`src/rtl/pc_sequencer.sv`:
```
// MIPS program-counter sequencer: increment, signed branch redirect, absolute jump,
// stall hold and sticky halt, gated by the debug unit's idle/run/single-step control.
module pc_sequencer #(
  parameter int PC_LENGTH    = 11,
  parameter int COUNT_LENGTH = 32
) (
  input  logic                    i_clock,
  input  logic                    i_reset,
  input  logic                    i_start,
  input  logic                    i_mode_step,
  input  logic                    i_step,
  input  logic                    i_stall,
  input  logic                    i_branch_taken,
  input  logic [PC_LENGTH-1:0]    i_branch_base,
  input  logic [PC_LENGTH-1:0]    i_branch_offset,
  input  logic                    i_jump,
  input  logic [PC_LENGTH-1:0]    i_jump_addr,
  input  logic                    i_halt_detected,
  output logic [PC_LENGTH-1:0]    o_pc,
  output logic [PC_LENGTH-1:0]    o_pc_plus_one,
  output logic                    o_fetch_enable,
  output logic                    o_halted,
  output logic [1:0]              o_state,
  output logic [COUNT_LENGTH-1:0] o_advance_count
);

  typedef enum logic [1:0] {
    ST_IDLE      = 2'b00,
    ST_RUN       = 2'b01,
    ST_STEP_WAIT = 2'b10,
    ST_HALTED    = 2'b11
  } state_e;

  localparam logic [PC_LENGTH-1:0] PC_ONE = {{(PC_LENGTH-1){1'b0}}, 1'b1};

  // Unsigned base plus sign-extended offset, wrapping modulo 2^PC_LENGTH.
  function automatic logic [PC_LENGTH-1:0] pc_add(
    input logic [PC_LENGTH-1:0] base,
    input logic [PC_LENGTH-1:0] offset
  );
    logic [PC_LENGTH:0] sum;
    sum = {1'b0, base} + {offset[PC_LENGTH-1], offset};
    return sum[PC_LENGTH-1:0];
  endfunction

  state_e                  state_q, state_d;
  logic [PC_LENGTH-1:0]    pc_q, pc_d;
  logic [COUNT_LENGTH-1:0] count_q, count_d;
  logic                    step_q;
  logic                    step_pulse_s;
  logic                    allowed_s;
  logic                    fetch_s;
  logic [PC_LENGTH-1:0]    branch_target_s;
  logic [PC_LENGTH-1:0]    pc_inc_s;

  assign step_pulse_s    = i_step & ~step_q;
  assign branch_target_s = pc_add(i_branch_base, i_branch_offset);
  assign pc_inc_s        = pc_q + PC_ONE;

  // State transitions and update-permission decode.
  always_comb begin
    state_d   = state_q;
    allowed_s = 1'b0;
    case (state_q)
      ST_IDLE: begin
        if (i_start) begin
          state_d = i_mode_step ? ST_STEP_WAIT : ST_RUN;
        end else begin
          state_d = ST_IDLE;
        end
      end
      ST_RUN: begin
        if (i_halt_detected) begin
          state_d = ST_HALTED;
        end else begin
          allowed_s = 1'b1;
        end
      end
      ST_STEP_WAIT: begin
        if (i_halt_detected) begin
          state_d = ST_HALTED;
        end else begin
          // A step edge seen during a stall still spends the step.
          allowed_s = step_pulse_s;
        end
      end
      ST_HALTED: begin
        state_d = ST_HALTED;
      end
      default: begin
        state_d = ST_IDLE;
      end
    endcase
  end

  // Next-PC selection by priority: jump, branch, stall hold, increment.
  always_comb begin
    pc_d    = pc_q;
    fetch_s = 1'b0;
    if (allowed_s) begin
      if (i_jump) begin
        pc_d    = i_jump_addr;
        fetch_s = 1'b1;
      end else if (i_branch_taken) begin
        pc_d    = branch_target_s;
        fetch_s = 1'b1;
      end else if (i_stall) begin
        pc_d    = pc_q;
        fetch_s = 1'b0;
      end else begin
        pc_d    = pc_inc_s;
        fetch_s = 1'b1;
      end
    end else begin
      pc_d    = pc_q;
      fetch_s = 1'b0;
    end
  end

  // Retired-advance counter follows every PC write.
  always_comb begin
    count_d = count_q + {{(COUNT_LENGTH-1){1'b0}}, fetch_s};
  end

  // State, PC, counter and step-edge registers.
  always_ff @(posedge i_clock or negedge i_reset) begin
    if (!i_reset) begin
      state_q <= ST_IDLE;
      pc_q    <= {PC_LENGTH{1'b0}};
      count_q <= {COUNT_LENGTH{1'b0}};
      step_q  <= 1'b0;
    end else begin
      state_q <= state_d;
      pc_q    <= pc_d;
      count_q <= count_d;
      step_q  <= i_step;
    end
  end

  assign o_pc            = pc_q;
  assign o_pc_plus_one   = pc_inc_s;
  assign o_fetch_enable  = fetch_s;
  assign o_halted        = (state_q == ST_HALTED);
  assign o_state         = state_q;
  assign o_advance_count = count_q;

endmodule

```
`config.mk`:
```
export PLATFORM = sky130hd
export DESIGN_NAME = pc_sequencer
export DESIGN_NICKNAME = d
export VERILOG_FILES = /design/src/rtl/pc_sequencer.sv
export SDC_FILE = /design/constraint.sdc
export NUM_CORES = 1
export LEC_CHECK = 0
export ABC_AREA = 1
export BUFFER_PORTS_ARGS = -buffer_cell sky130_fd_sc_hd__buf_2
export CAP_MARGIN = 20
export CELL_PAD_IN_SITES_DETAIL_PLACEMENT = 0
export CELL_PAD_IN_SITES_GLOBAL_PLACEMENT = 1
export CORE_UTILIZATION = 33
export DETAILED_ROUTE_END_ITERATION = 8
export PLACE_DENSITY_LB_ADDON = 0.1
export SLEW_MARGIN = 20
export SYNTH_ARGS = -nofsm -noshare
export SYNTH_HDL_FRONTEND = slang
export SYNTH_SLANG_ARGS = --single-unit
```
`constraint.sdc`:
```
create_clock -name i_clock -period 2.72 [get_ports i_clock]
set_input_delay 0.408 -clock i_clock [delete_from_list [all_inputs] [get_ports i_clock]]
set_output_delay 0.408 -clock i_clock [all_outputs]
set_load 0.05 [all_outputs]
```
* Word-level counts from Yosys, hierarchy flattened
Index checks and enable logic that the tools add are counted.
** Cells by class
- Reductions and logical operators :: 3
- Bitwise logic cells :: 2
- $add $sub $neg :: 3
- Equality and inequality tests :: 5
- Muxes and demuxes :: 14
** Operator list (number)
- two-way mux 11 bit :: 3
- adder 32 x 1 -> 32 bit :: 1
- adder 11 x 1 -> 11 bit, second input constant :: 1
- adder 11 bit :: 1
- two-way mux 1 bit :: 6
- two-way mux 2 bit :: 3
- one-hot mux 2 bit (3 select lines) :: 1
- == test 2 bit, second input constant :: 2
- inequality test 3 x 1 -> 1 bit, second input constant :: 1
- == test 2 x 1 -> 1 bit, second input constant :: 1
- zero test 2 bit :: 1
- inequality test 2 x 1 -> 1 bit, second input constant :: 1
- one-hot mux 1 bit (2 select lines) :: 1
- AND reduction 2 bit :: 1
- OR reduction 2 bit :: 1
- bitwise AND 1 bit :: 1
- NOT 1 bit :: 1
** Word-level totals
- Flip-flop bits (word level) :: 46
- Input bits :: 42
- Word-level logic and storage cells :: 31

* Longest topological paths before layout
Gate-level depths: netlist of the first run.
- Word-level depth :: 6
- Mapped depth :: 17
- Gate-level depth less buffers :: 16

* Worst setup path after synthesis of the first run
Ideal clock, no wire load.
- Path type :: reg-to-reg
- Start :: register state_q[0], in the netlist o_state[0]
- End :: register count_q[30], in the netlist o_advance_count[30]
- Setup slack :: -431 ps
- Library setup time :: 123 ps
- Arrival time :: 3028 ps
- Stages on the path, launching flop included :: 18
- Cells stage by stage :: dfrtp_1 -> inv_1 -> ha_1 -> inv_1 -> nor2_1 -> nand3_1 -> inv_1 -> buf_2 -> ha_1 -> ha_1 -> inv_1 -> nor2_4 -> nand2_4 -> nor2_8 -> nand3_4 -> nor2_4 -> nand2_1 -> xor2_1
** On the way
- Longest elaborated chain between the ends :: 4
- Elaborated cells between the ends (all ways) :: 5
** Ends and longest elaborated chain
- start: declaration :: line 46 : state_e state_q, state_d;
- start signal: assignment :: line 133 : state_q <= state_d;
- == test 2 bit or == test 2 x 1 -> 1 bit (tied branches) :: line 64 : case (state_q)
- one-hot mux 1 bit (2 select lines) (*) :: line 64
- two-way mux 1 bit (*) :: line 100 : if (allowed_s) begin
- named net o_fetch_enable :: line 21 : output logic o_fetch_enable,
- adder 32 x 1 -> 32 bit (*) :: line 122 : count_d = count_q + {{(COUNT_LENGTH-1){1'b0}}, fetch_s};
- named net count_d[30] :: line 48 : logic [COUNT_LENGTH-1:0] count_q, count_d;
- end signal: assignment :: line 130 : count_q <= {COUNT_LENGTH{1'b0}};
- end signal: assignment :: line 135 : count_q <= count_d;
- end: declaration :: line 48
The timed path passes the listed nets; every way through them passes the cells marked *.
A chain may end at the register's enable or synchronous reset.

* Worst setup path after layout of the first run
- Start :: register state_q[1], in the netlist o_state[1]
- End :: register count_q[30], in the netlist o_advance_count[30]
** On the way
- Longest elaborated chain between the ends :: 4
- Elaborated cells between the ends (all ways) :: 5
** Ends and longest elaborated chain (line)
- == test 2 bit or == test 2 x 1 -> 1 bit (tied branches) :: 64
- one-hot mux 1 bit (2 select lines) (*) :: 64
- two-way mux 1 bit (*) :: 100
- adder 32 x 1 -> 32 bit (*) :: 122
- named net count_d[30] :: 48
Marks and branches as above.

==> out/results.md, run 1 <==
| Stage | Item | Value |
| --- | --- | --- |
| route | DRC viols | 0 |
| logic synthesis | Top cell types by occurrence after synthesis | sky130_fd_sc_hd__nand2_1, sky130_fd_sc_hd__inv_1, sky130_fd_sc_hd__nor2_1, sky130_fd_sc_hd__dfrtp_1, sky130_fd_sc_hd__nand3_1 |
| logic synthesis | Post-synthesis cell count | 437 |
| route | Per-cell routed wire length | 13.5 um |
| setup path | Nature of the critical path endpoint | flop |
| setup path | Critical path fanouts, max | 5 |
| setup path | Data arrival time of the critical path | 2680 ps |
| die | Starting density of the core | 34.6% |
| logic synthesis | Most used standard cell by instance count after synthesis | sky130_fd_sc_hd__nand2_1 |
| placed design | Placer Congestion | 0.801 |
| clock tree | Master cell of the clock root buffer | sky130_fd_sc_hd__clkbuf_8 |
| clock tree | Skew-Pair Late Insertion Delay | 300 ps |
| die | Chip height | 101 um |
| sta | Number of max-slew violations in the final report | 0 |
| setup path | CP Launch Point | o_state[1] |
| sta | Maximum achievable frequency | 0.402 GHz |
| route | 1st-iter DRT viols | 85 |
| grt | First-pass GRT wire length | 14.8 mm |
| placed design | Final HPWL from detailed placement | 7.38 mm |
| run | Number of max-cap violations | 0 |
| clock tree | Clock slew seen by the registers of the worst setup and hold paths | 100 ps |
| setup path | Category of the worst setup path launch point | flop |
| setup path | Setup slack of the worst register-to-register path | 240 ps |
| logic synthesis | Most frequently used flop master after synthesis | sky130_fd_sc_hd__dfrtp_1 |
| clock tree | Worst-case clock buffer depth | 2 |
| die | Die extent in x | 101 um |
| clock tree | Depth of the CTS H-tree | 2 |
| setup path | Critical Setup Path Class | flop to flop |
| sta | Unrepaired setup endpoints after global routing | false |
| grt | Largest net degree at the start of global routing | 24 |
| placed design | Worst setup slack after placement | 202 ps |
| die | Floorplan Core Area | 0.00937 mm^2 |
| logic synthesis | Area share of the largest cell type after synthesis | 35.5% |
| grt | Number of antenna violations at the first check in global routing | 0 |
| finish | Count of nets after finishing | 604 |
| clock tree | CTS Buf Count | 5 |
| finish | Count of antenna diodes in the layout | 0 |
| grt | Vias in the first global route | 3089 |
| die | Area of the die | 0.0102 mm^2 |
| grt | Overall fraction of global-route tracks in use | 19.0% |
| setup path | Worst reg2reg startpoint | o_state[1] |
| logic synthesis | Number of different library cells in the post-synthesis netlist | 33 |
| setup path | Depth of the worst register-to-register path | 16 |
| finish | Syn-to-layout area delta | 25.0% |
| grt | Global route total overflow | 0 |
| route | Via density | 4.58 |
| logic synthesis | Leading post-synthesis cells by cell area | sky130_fd_sc_hd__dfrtp_1, sky130_fd_sc_hd__nand2_1, sky130_fd_sc_hd__xor2_1 |
| finish | Share of the core filled with cells | 43.2% |
| route | Via count of the routed design | 3084 |
| outcome | Run status | finished clean |
| hold path | Min-delay src | i_step |
| clock tree | Number of setup buffers added after CTS | 0 |
| clock tree | Clock net sink count | 46 |
| die | Number of rows created at floorplan | 35 |
| pwr | IR Drop Worst-Case VDD | 237 uV |
| pwr | Leakage power summed over all cells | 2.21 nW |
| route | Number of detailed-route iterations in the first pass | 4 |
| logic synthesis | Sequential area share after synthesis | 35.5% |
| logic synthesis | Share of synthesized registers carrying an async set or reset | 100% |
| sta | Final critical-path setup slack | 235 ps |
| route | Final wirelength | 9.07 mm |
| sta | Final setup vio count | 0 |
| sta | Number of hold violations in the final report | 0 |
| logic synthesis | Syn Area/Cell | 7.42 um^2 |
| pwr | Power density relative to cell area | 454 mW/mm^2 |
| route | DRT antenna net count | 0 |
| logic synthesis | Syn Nets | 497 |
| logic synthesis | Library cell occupying the most area in the post-synthesis netlist | sky130_fd_sc_hd__dfrtp_1 |
| clock tree | Clock tree from TritonCTS | built |
| logic synthesis | Yosys warnings | 0 |
| sta | Final critical path time including I/O delays and setup | 2480 ps |
| placed design | Instance count after placement with tap cells included | 665 |
| setup path | Worst setup path endpoint | o_advance_count[30] |
| finish | Fraction of final layout cells with drive strength greater than 1 | 25.5% |
| sta | Total negative slack for setup checks | 0 ps |
| finish | Number of cells in the finished layout apart from fillers | 674 |
| hold path | HP Class | input port to flop |
| sta | Share of the cycle needed by the critical path after routing | 91.4% |
| die | Count of pins on the block boundary | 100 |
| sta | Worst relative slew slack | 72.7% |
| logic synthesis | Post-synthesis sequential element count | 46 |
| finish | Filler cells | 1045 |
| logic synthesis | Post-Syn Area | 0.00324 mm^2 |
| logic synthesis | Number of synthesized flops with an enable pin | 0 |
| sta | Clock Skew | 7.02 ps |
| pwr | Total Power | 0.00184 W |
| placed design | IO Port Bufs | 99 |
| sta | Transition time of the tightest slew-check pin | 405 ps |
| setup path | Reg2Reg Capture Point | o_advance_count[30] |
| setup path | CP Data Required Time | 2920 ps |
-- flip-flops by register name, summed over array words and instances, names as in the netlist --
name / count
o_advance_count: 32
step_q: 1
o_state: 2
o_pc: 11
-- worst min-delay path by stage --
stage | end | cells past startpoint
after floorplan | o_advance_count[0] | 0
after global routing | step_q | 1
after CTS | step_q | 1
final | step_q | 1
after global placement | o_advance_count[2] | 1
after detailed placement | o_advance_count[2] | 1
-- layout by cell type (no fill, tap or decap), types with 3 or more instances in the layout --
| master | Yosys | routed |
|---|---|---|
| sky130_fd_sc_hd__nor2_4 | 3 | 3 |
| sky130_fd_sc_hd__xnor2_1 | 9 | 9 |
| sky130_fd_sc_hd__nand3_1 | 33 | 33 |
| sky130_fd_sc_hd__nand4_1 | 10 | 10 |
| sky130_fd_sc_hd__o21ai_0 | 6 | 6 |
| sky130_fd_sc_hd__nor3_2 | 4 | 4 |
| sky130_fd_sc_hd__a21oi_1 | 19 | 19 |
| sky130_fd_sc_hd__ha_1 | 17 | 15 |
| sky130_fd_sc_hd__buf_2 | 2 | 99 |
| sky130_fd_sc_hd__xor2_1 | 27 | 27 |
| sky130_fd_sc_hd__clkbuf_8 | 0 | 5 |
| sky130_fd_sc_hd__nand2_1 | 116 | 116 |
| sky130_fd_sc_hd__inv_1 | 54 | 52 |
| sky130_fd_sc_hd__nor3_1 | 11 | 11 |
| sky130_fd_sc_hd__dfrtp_1 | 46 | 44 |
| sky130_fd_sc_hd__a31oi_1 | 3 | 3 |
| sky130_fd_sc_hd__nor2_2 | 3 | 3 |
| sky130_fd_sc_hd__inv_2 | 1 | 3 |
| sky130_fd_sc_hd__nor2_1 | 49 | 49 |
| sky130_fd_sc_hd__buf_4 | 0 | 7 |
-- routing by layer --
metal	vias to the layer above	share of wire, %	global-route usage, %
li1	1606	-	-
met2	83	50	33.0
met3	12	4.4	3.54
met4	0	2.2	7.25
met5	-	0	0
met1	1383	44	23.3
-- stage by stage --
step	area [um^2]	hold WS, ps
3_5_place_dp	3930	324
2_1_floorplan	3260	112
5_1_grt	4050	203
6_report	4050	221
3_3_place_gp	3930	322
4_1_cts	4050	204
-- cells by family (layout without fill, tap and decap cells) --
family | after synthesis | after routing | share of synthesized area (%)
buf+inv | 62 | 170 | 7.26
flops | 46 | 46 | 35.5
simple gates | 241 | 241 | 34.6
xor+xnor | 36 | 36 | 9.73
compound gates | 34 | 34 | 5.68
fa+ha+maj | 18 | 18 | 7.18
-- layout make-up --
cell class	count	area, um^2	share of cell area (%)
sequential	46	1150	28.5
multi-input combinational	329	1860	45.9
clock inverter	3	43.8	1.08
clock buffer	5	68.8	1.70
inverter	55	206	5.10
tap	129	161	3.98
timing repair buffer	107	558	13.8
-- critical path, cell delays in order (launching register included) --
cell                      delay [ps]
sky130_fd_sc_hd__dfrtp_2         410
sky130_fd_sc_hd__inv_1            70
sky130_fd_sc_hd__ha_1            270
sky130_fd_sc_hd__inv_1            30
sky130_fd_sc_hd__nor2_1          120
sky130_fd_sc_hd__nand3_1         140
sky130_fd_sc_hd__inv_2           100
sky130_fd_sc_hd__ha_2            190
sky130_fd_sc_hd__ha_2            210
sky130_fd_sc_hd__inv_1            70
sky130_fd_sc_hd__nor2_4          130
sky130_fd_sc_hd__nand2_4          90
sky130_fd_sc_hd__nor2_8          110
sky130_fd_sc_hd__nand3_4         110
sky130_fd_sc_hd__nor2_4          120
sky130_fd_sc_hd__nand2_1          70
sky130_fd_sc_hd__xor2_1          140
-- report_power, final --
part	switching, W	total [W]	internal, W
clock	0.000254	0.000530	0.000276
sequential	0.0000415	0.000753	0.000712
combinational	0.000405	0.000556	0.000151
-- timing repair --
item | 4_1_cts | 5_1_grt
hold buffers | 1 | 0
setup endpoints to repair | 0 | 0
endpoints found under the hold margin | 11 | 0
gates resized for setup | 0 | 0
Power figures use the tool's default switching activity.
==> run 2: changes to the inputs <==
Settings changed: CORE_MARGIN from default to 2, CORE_UTILIZATION 33 to 34, CTS_BUF_LIST from default to sky130_fd_sc_hd__clkbuf_8.
==> out/results.md, run 2 (synthesis results as in run 1) <==
| Stage | Item | Value | Delta |
| --- | --- | --- | --- |
| setup path | Data arrival time of the critical path | 2670 ps | about the same |
| grt | Global route total overflow | 0 | unchanged |
| route | 1st-iter DRT viols | 89 | +4.7% |
| setup path | Critical Setup Path Class | flop to flop |  |
| route | Number of detailed-route iterations in the first pass | 4 | unchanged |
| clock tree | CTS Buf Count | 5 | unchanged |
| sta | Number of hold violations in the final report | 0 | unchanged |
| setup path | Setup slack of the worst register-to-register path | 250 ps | about the same |
| finish | Number of cells in the finished layout apart from fillers | 672 | -0.30% |
| setup path | Crit path largest cell delay | 410 ps | about the same |
| clock tree | Number of setup buffers added after CTS | 0 | unchanged |
| route | Via count of the routed design | 3132 | +1.6% |
| run | Number of max-cap violations | 0 | unchanged |
| clock tree | Hold-fix buffers at CTS | 0 | -1 |
| sta | Transition time of the tightest slew-check pin | 519 ps | +113 ps |
| pwr | Comb pwr share | 32.0% | +1.8 points |
| pwr | Leakage power summed over all cells | 2.20 nW | -0.62% |
| die | Die extent in x | 102 um | +0.52% |
| placed design | Placer Congestion | 0.814 | +1.6% |
| die | Area of the die | 0.0103 mm^2 | +1.1% |
| sta | Number of max-slew violations in the final report | 0 | unchanged |
| setup path | Category of the worst setup path launch point | flop |  |
| sta | Final critical-path setup slack | 248 ps | +13.1 ps |
| setup path | Critical path fanouts, max | 5 | unchanged |
| sta | Clock Skew | 3.55 ps | -3.46 ps |
| setup path | CP dominant cell by count | sky130_fd_sc_hd__inv_1 |  |
| pwr | Cell Int Power | 0.00104 W | -8.6% |
| sta | Worst relative slew slack | 65.4% | -7.3 points |
| finish | Share of the core filled with cells | 43.5% | +0.28 points |
| setup path | List of cells traversed by the critical path | inv_1 -> ha_1 -> inv_1 -> nor2_1 -> nand3_1 -> inv_2 -> ha_2 -> ha_2 -> inv_1 -> nor2_4 -> nand2_4 -> nor2_8 -> nand3_4 -> nor2_4 -> nand2_1 -> xor2_1 |  |
| setup path | Slowest cell on the critical path | sky130_fd_sc_hd__dfrtp_2 |  |
| grt | First-pass GRT wire length | 15.1 mm | +2.1% |
| sta | Maximum achievable frequency | 0.405 GHz | +0.53% |
| clock tree | Clock net sink count | 46 | unchanged |
| setup path | Nature of the critical path endpoint | flop |  |
| sta | Share of the cycle needed by the critical path after routing | 90.9% | -0.48 points |
| pwr | IR Drop Worst-Case VDD | 288 uV | +22% |
| sta | Post-Route Hold Slack | 75.8 ps | -145 ps |
| grt | Overall fraction of global-route tracks in use | 18.7% | -0.35 points |
| die | Chip height | 102 um | +0.52% |
| route | DRC viols | 0 | unchanged |
| route | Final wirelength | 9.17 mm | +1.1% |
| clock tree | Master cell of the clock root buffer | sky130_fd_sc_hd__clkbuf_8 |  |
| clock tree | Skew-Pair Late Insertion Delay | 300 ps | about the same |
| route | Via density | 4.66 | +1.9% |
| placed design | Final HPWL from detailed placement | 7.43 mm | +0.73% |
| die | Count of pins on the block boundary | 100 | unchanged |
| route | DRT antenna net count | 0 | unchanged |
| setup path | CP Data Required Time | 2910 ps | about the same |
| clock tree | Clock tree from TritonCTS | built |  |
| finish | Count of antenna diodes in the layout | 0 | unchanged |
| grt | Vias in the first global route | 3158 | +2.2% |
| outcome | Run status | finished clean |  |
| finish | Count of nets after finishing | 602 | -0.33% |
| clock tree | Depth of the CTS H-tree | 2 | unchanged |
| pwr | Net Sw Power | 0.000691 W | -1.4% |
| route | Per-cell routed wire length | 13.6 um | +1.4% |
| clock tree | Worst-case clock buffer depth | 2 | unchanged |
| pwr | Sw frac | 39.9% | +1.8 points |
| sta | Final critical path time including I/O delays and setup | 2470 ps | -13.1 ps |
| setup path | Reg2Reg Capture Point | o_advance_count[30] |  |
| placed design | IO Port Bufs | 99 | unchanged |
| clock tree | Post-CTS Resized | 0 | unchanged |
| finish | Fraction of final layout cells with drive strength greater than 1 | 25.2% | -0.27 points |
| sta | Final setup vio count | 0 | unchanged |
| pwr | Power density relative to cell area | 431 mW/mm^2 | -5.1% |
| die | Number of rows created at floorplan | 35 | unchanged |
| setup path | Worst reg2reg startpoint | o_state[1] |  |
| die | Floorplan Core Area | 0.00924 mm^2 | -1.4% |
| setup path | CP Launch Point | o_state[1] |  |
| grt | Largest net degree at the start of global routing | 27 | +13% |
| pwr | Part of the total power dissipated in the clock network | 24.6% | -4.2 points |
| clock tree | Clock slew seen by the registers of the worst setup and hold paths | 90 ps | about the same |
| hold path | HP Class | input port to asynchronous set/reset pin |  |
| placed design | Instance count after placement with tap cells included | 664 | -0.15% |
| placed design | Worst setup slack after placement | 235 ps | +33.0 ps |
| sta | Unrepaired setup endpoints after global routing | false |  |
| pwr | Relative contribution of sequential cells to total power | 43.4% | +2.5 points |
| grt | Number of antenna violations at the first check in global routing | 0 | unchanged |
| finish | Most common cell after layout, fill and taps aside | sky130_fd_sc_hd__nand2_1 |  |
| finish | Max reg flops | 32 | unchanged |
| finish | Top library cells by usage in the layout, fill and taps aside | sky130_fd_sc_hd__nand2_1, sky130_fd_sc_hd__buf_2, sky130_fd_sc_hd__inv_1, sky130_fd_sc_hd__nor2_1, sky130_fd_sc_hd__dfrtp_1 |  |
| die | Starting density of the core | 35.1% | +0.49 points |
| sta | Total negative slack for setup checks | 0 ps | unchanged |
| finish | Syn-to-layout area delta | 24.1% |  |
| setup path | Depth of the worst register-to-register path | 16 | unchanged |
-- run 2: cell count changes in the layout (fill, tap and decap cells not counted), sizes merged --
cell,previous run,this run
buf,106,105
bufinv,1,0
clkinv,1,2
dlygate4sd3,1,0
-- run 2: worst max-delay path by stage --
stage | endpoint | slack [ps] | depth (start not counted)
after detailed placement | o_advance_count[30] | 240 | 16
after global placement | o_advance_count[30] | 300 | 16
after CTS | o_advance_count[30] | 220 | 16
final | o_advance_count[30] | 250 | 16
after global routing | o_advance_count[30] | 40 | 16
after floorplan | o_advance_count[30] | 20 | 17
-- run 2: stage by stage --
stage	instance area, um^2	total power, W
floorplan	3260	0.00115
global placement	3930	0.00133
detailed placement	3930	0.00133
CTS	4020	0.00176
global route	4020	0.00185
finish	4020	0.00173
-- run 2: final cells by class --
type,instances,area [um^2]
timing repair buffer,105,553
tap,129,161
multi-input combinational,329,1860
inverter,55,206
clock buffer,5,68.8
fill,1013,5220
sequential,46,1150
clock inverter,3,17.5
-- run 2: power by group through the flow --
stage	registers, W	clock network, W	logic, W
finish	0.000752	0.000426	0.000554
detailed placement	0.000766	0	0.000561
global route	0.000758	0.000483	0.000606
CTS	0.000752	0.000441	0.000564
global placement	0.000765	0	0.000561
floorplan	0.000856	0	0.000298
-- run 2: routing by layer --
layer / track usage (%) / share of wire [%]
met3: 4.83 / 5.6
met2: 33.4 / 50
met5: 0 / 0
met4: 3.85 / 1.3
met1: 22.6 / 43
-- run 2: worst max-delay path: cells and delay by family, from the launching register on --
kind,cells,cell delay [ps]
buffers and inverters,4,270
xor gates and xnor gates,1,140
and+or+nand+nor,8,880
DFF,1,410
adders and majority gates,3,670
